===== src/rtl/msg_sched_stream.sv =====
// SHA-256/SHA-512 message-schedule generator: loads a 16-word block, then streams W[0..ROUNDS-1].
// Define MSG_SCHED_IDX_OUT_EN to expose the current round index on T_IDX.
module msg_sched_stream #(
   parameter int WORD_W = 32,
   parameter int ROUNDS = 64
) (
   input  logic              CLK,
   input  logic              RST,
   input  logic              IN_VALID,
   output logic              IN_READY,
   input  logic [WORD_W-1:0] D_IN,
   output logic              OUT_VALID,
   input  logic              OUT_READY,
   output logic [WORD_W-1:0] D_OUT,
`ifdef MSG_SCHED_IDX_OUT_EN
   output logic [6:0]        T_IDX,
`endif
   output logic              DONE
);

   if (WORD_W != 32 && WORD_W != 64) begin : g_bad_word_w
      $error("msg_sched_stream: WORD_W must be 32 or 64");
   end
   if (ROUNDS < 16 || ROUNDS > 127) begin : g_bad_rounds
      $error("msg_sched_stream: ROUNDS must be in 16..127");
   end

   localparam bit   W64    = (WORD_W == 64);
   localparam int   S0_RA  = W64 ? 1  : 7;
   localparam int   S0_RB  = W64 ? 8  : 18;
   localparam int   S0_SH  = W64 ? 7  : 3;
   localparam int   S1_RA  = W64 ? 19 : 17;
   localparam int   S1_RB  = W64 ? 61 : 19;
   localparam int   S1_SH  = W64 ? 6  : 10;
   localparam logic [6:0] T_LAST = 7'(ROUNDS - 1);

   typedef enum logic [1:0] {IDLE, LOAD, RUN} state_t;

   state_t                   state, state_nxt;
   logic [3:0]               k, k_nxt;
   logic [6:0]               t, t_nxt;
   logic [15:0][WORD_W-1:0]  w;
   logic                     in_hs, out_hs, last;
   logic [WORD_W-1:0]        next_w;

   function automatic logic [WORD_W-1:0] rotr(input logic [WORD_W-1:0] x, input int n);
      return (x >> n) | (x << (WORD_W - n));
   endfunction

   function automatic logic [WORD_W-1:0] sig0(input logic [WORD_W-1:0] x);
      return rotr(x, S0_RA) ^ rotr(x, S0_RB) ^ (x >> S0_SH);
   endfunction

   function automatic logic [WORD_W-1:0] sig1(input logic [WORD_W-1:0] x);
      return rotr(x, S1_RA) ^ rotr(x, S1_RB) ^ (x >> S1_SH);
   endfunction

   // Registers only: keeps D_IN/OUT_READY off the D_OUT timing path.
   assign next_w = sig1(w[14]) + w[9] + sig0(w[1]) + w[0];

   always_comb begin
      state_nxt = state;
      k_nxt     = k;
      t_nxt     = t;
      in_hs     = 1'b0;
      out_hs    = 1'b0;
      last      = 1'b0;
      IN_READY  = 1'b0;
      OUT_VALID = 1'b0;
      case (state)
         IDLE, LOAD: begin
            IN_READY = 1'b1;
            if (IN_VALID) begin
               in_hs = 1'b1;
               k_nxt = k + 4'd1;
               if (k == 4'd15) begin
                  state_nxt = RUN;
                  t_nxt     = 7'd0;
               end else begin
                  state_nxt = LOAD;
               end
            end
         end
         RUN: begin
            OUT_VALID = 1'b1;
            if (OUT_READY) begin
               out_hs = 1'b1;
               if (t == T_LAST) begin
                  state_nxt = IDLE;
                  t_nxt     = 7'd0;
                  last      = 1'b1;
               end else begin
                  t_nxt = t + 7'd1;
               end
            end
         end
         default: state_nxt = IDLE;
      endcase
   end

   always_ff @(posedge CLK) begin
      if (RST) begin
         state <= IDLE;
         k     <= '0;
         t     <= '0;
         w     <= '0;
         DONE  <= 1'b0;
      end else begin
         state <= state_nxt;
         k     <= k_nxt;
         t     <= t_nxt;
         DONE  <= last;
         if (in_hs)
            w[k] <= D_IN;
         else if (out_hs)
            w <= {next_w, w[15:1]};
      end
   end

   assign D_OUT = w[0];

`ifdef MSG_SCHED_IDX_OUT_EN
   assign T_IDX = OUT_VALID ? t : 7'd0;
`endif

endmodule


===== config.mk =====
export PLATFORM = sky130hd
export DESIGN_NAME = msg_sched_stream
export DESIGN_NICKNAME = d
export VERILOG_FILES = /design/src/rtl/msg_sched_stream.sv
export SDC_FILE = /design/constraint.sdc
export NUM_CORES = 1
export LEC_CHECK = 0
export ABC_AREA = 1
export CAP_MARGIN = 20
export CELL_PAD_IN_SITES_DETAIL_PLACEMENT = 1
export CELL_PAD_IN_SITES_GLOBAL_PLACEMENT = 1
export CORE_UTILIZATION = 50
export DETAILED_ROUTE_END_ITERATION = 6
export PLACE_DENSITY_LB_ADDON = 0.3
export SLEW_MARGIN = 15
export SYNTH_ARGS = -nofsm -noshare
export SYNTH_HDL_FRONTEND = slang
export SYNTH_SLANG_ARGS = --single-unit

===== constraint.sdc =====
create_clock -name CLK -period 8 [get_ports CLK]
set_input_delay 1.6 -clock CLK [delete_from_list [all_inputs] [get_ports CLK]]
set_output_delay 1.6 -clock CLK [all_outputs]
set_load 0.02 [all_outputs]

==> impl_metrics.json <==
{
  "status": "finished clean",
  "coreArea_sq_um": 54200,
  "area_delta_synth_final_pct": 8.73,
  "crit_family": "buffers and inverters",
  "p_leak_nw": 10.5,
  "root_buffer": "clkbuf_16",
  "finClkSkew_ps": 44.2,
  "final_cells": 4428,
  "netlist_instances": 3881,
  "syn_avg_cell_area_sq_um": 7.12,
  "fillers": 6818,
  "ant_nets": 0,
  "min_period_ps": 4500,
  "synth_seq_cells": 526,
  "worst_pin_slew_ps": 1320,
  "fmax_mhz": 222,
  "netlist_area_sq_um": 27600,
  "period_share_pct": 56.3,
  "slowest_delay_ps": 780,
  "track_usage_pct": 41.1,
  "endpoint_kind": "flip-flop",
  "regArea_sq_um": 10500,
  "dr.pass1.iters": 5,
  "cts_tree": "done",
  "maxCapViolCount": 0,
  "grt_start_max_net_pins": 236,
  "cts_resized": 0,
  "cts_buffer_depth": 3,
  "synth_largest_area_cell": "dfxtp_1",
  "critPathArrivalTime_ps": 5030,
  "drc": 0,
  "setup_viol": 0,
  "finalInstanceArea_sq_um": 30000,
  "final_nets": 3819,
  "r2r_start": "w[472]",
  "ys_seq_area_share_pct": 38.1,
  "clkLatencyLatePin_ps": 650,
  "dpl_cell_area_sq_um": 28000,
  "crit_buf_inv": 4,
  "numClockSinks": 526,
  "placementRows": 85,
  "synth_ff_type": "dfxtp_1",
  "synth_common_cells": "nand2_1 (1,185), dfxtp_1 (526), nand3_1 (491)",
  "drive_gt1_share_pct": 5.74,
  "ys_types": 43,
  "routed_wl_microns": 117000,
  "p_per_area_nw_per_um2": 201,
  "vias": 28227,
  "critPathCapture": "w[492]",
  "r2r_slack_ps": 3610,
  "dp.cells": 4319,
  "final_core_util_pct": 55.4,
  "cpMostUsedCell": "inv_2",
  "first_global_vias": 28082,
  "dpl.hpwl_microns": 77300,
  "postCtsHoldBufs": 0,
  "ir_drop_uv": 201,
  "post_drt_wl_per_cell_microns": 26.5,
  "synth_nets": 4015,
  "maxSlewHeadroom_pct": 12.0,
  "port_buffers": 70,
  "worst_r2r_endpoint": "w[494]",
  "drt_first_iter_violations": 2968,
  "cpMaxStageDelayCell": "nand2_1",
  "ios": 71,
  "worstSetupPathType": "input port to flip-flop",
  "grt.overflow.total": 0,
  "postCtsSetupBuffers": 0,
  "synth_most_common_cell": "nand2_1",
  "hold_viol_final": 0,
  "synth.area.top_cells": "dfxtp_1 (38%), nand2_1 (16%), a31oi_1 (9.8%), nand3_1 (8.9%), fa_1 (4.5%)",
  "path_clk_slew_ps": 60,
  "reg2reg_depth": 12,
  "crit_start": "IN_VALID",
  "die_h_microns": 237,
  "cts_made_buffers": 56,
  "dieArea_sq_um": 56200,
  "async_flop_share_pct": 0,
  "gp_congestion": 1.03,
  "rsz0062_at_grt": "no",
  "worst-path-stages": 9,
  "grt_antenna_before_repair": 3,
  "required_ps": 8530,
  "grt_pass1_wl_microns": 175000,
  "start_util_pct": 50.9,
  "yosys_warnings": 0,
  "slew_violations": 0,
  "vias_per_cell": 6.37,
  "finalSetupTns_ps": 0,
  "cts.htree.levels": 2,
  "fp.dieW_microns": 237,
  "startpoint_type": "input port",
  "synth_edf_count": 0,
  "crit_fanout": 36,
  "yosysTopAreaCellShare_pct": 38.1,
  "path_cells": "clkdlybuf4s50_1 -> nand2_4 -> inv_2 -> nand2_1 -> nand2_2 -> inv_2 -> a22o_1 -> inv_1 -> a21oi_1",
  "min_path_type": "flip-flop to flip-flop",
  "multi_input_area_sq_um": 14300
}
## flip-flops by register name (all words and copies together), names as in the netlist
name and count:
DONE 1, D_OUT 32, k 4, state 2, t 7, w 480
## worst min path at each step
| stage | from | to | slack (ps) | cells after the start |
|---|---|---|---|---|
| after CTS | t[6] | t[6] | 460 | 2 |
| after floorplan | t[6] | t[6] | 420 | 2 |
| final | t[6] | t[6] | 470 | 2 |
| after global routing | t[6] | t[6] | 480 | 2 |
| after detailed placement | t[6] | t[6] | 440 | 2 |
| after global placement | t[6] | t[6] | 430 | 2 |
## layout by cell type, fill, tap and decap left out, types with 11 or more instances in the layout
cell type        synthesis  layout
o22ai_1                 12      12
a31oi_1                431     431
fa_1                    62      62
nor2_2                  10      16
clkdlybuf4s50_1          0      68
a22oi_1                 26      26
dfxtp_1                526     526
buf_4                   41      58
nand2_1               1185    1184
xnor2_1                 67      67
nor2_1                  90      82
a21oi_1                 53      53
xor2_1                  56      56
o21ai_1                 11      11
nand3_1                491     491
clkbuf_1               255      13
inv_2                   22      21
nor3_1                  14      14
clkbuf_16                0      56
ha_1                    36      36
inv_1                  274     274
o21ai_0                 69      69
clkinv_2                 1      16
## power by group
group / switching (mW) / internal (mW) / total [mW]
registers: 0.0431 / 2.65 / 2.69
logic: 0.422 / 0.160 / 0.582
clock network: 1.18 / 1.57 / 2.76
total: 1.65 / 4.38 / 6.03
## through the flow
stage | power, mW | worst slack (ps) | hold WS [ps]
2_1_floorplan | 3.08 | 4650 | 417
3_3_place_gp | 3.29 | 2870 | 427
3_5_place_dp | 3.30 | 2810 | 438
4_1_cts | 6.00 | 3500 | 464
5_1_grt | 6.17 | 3410 | 482
6_report | 6.03 | 3500 | 471
## metal layers
| layer | GRT usage, % | part of all wire [%] |
|---|---|---|
| met5 | 0 | 0.012 |
| met2 | 62.8 | 44 |
| met4 | 21.6 | 5.7 |
| met3 | 9.45 | 10 |
| met1 | 54.0 | 40 |
## worst register-to-register path, stage by stage, from the launching register on
cell	delay, ps
dfxtp_1	630
xnor2_1	200
xor2_1	410
fa_1	510
fa_1	500
inv_1	50
ha_1	350
a21oi_1	340
o21ai_0	190
a21oi_1	160
nand2_1	210
o21ai_0	600
nand2_1	110
## cell type report
class                      count  area share [%]
antenna                        1         0.00833
sequential                   526            35.1
timing repair buffer         134            4.23
clock inverter                26            1.11
multi-input combinational   2670            47.7
inverter                     297            3.73
tap                          696            2.90
clock buffer                  78            5.24
## cells by family after synthesis
logic type	synth area share [%]
AO/OA/AOI/OAI	14.1
flip-flops	38.1
AND/OR/NAND/NOR	27.5
buffers and inverters	10.3
adder cells (fa/ha/maj)	6.13
XOR/XNOR	3.90
Note: power is estimated with default switching activity, not from simulation.
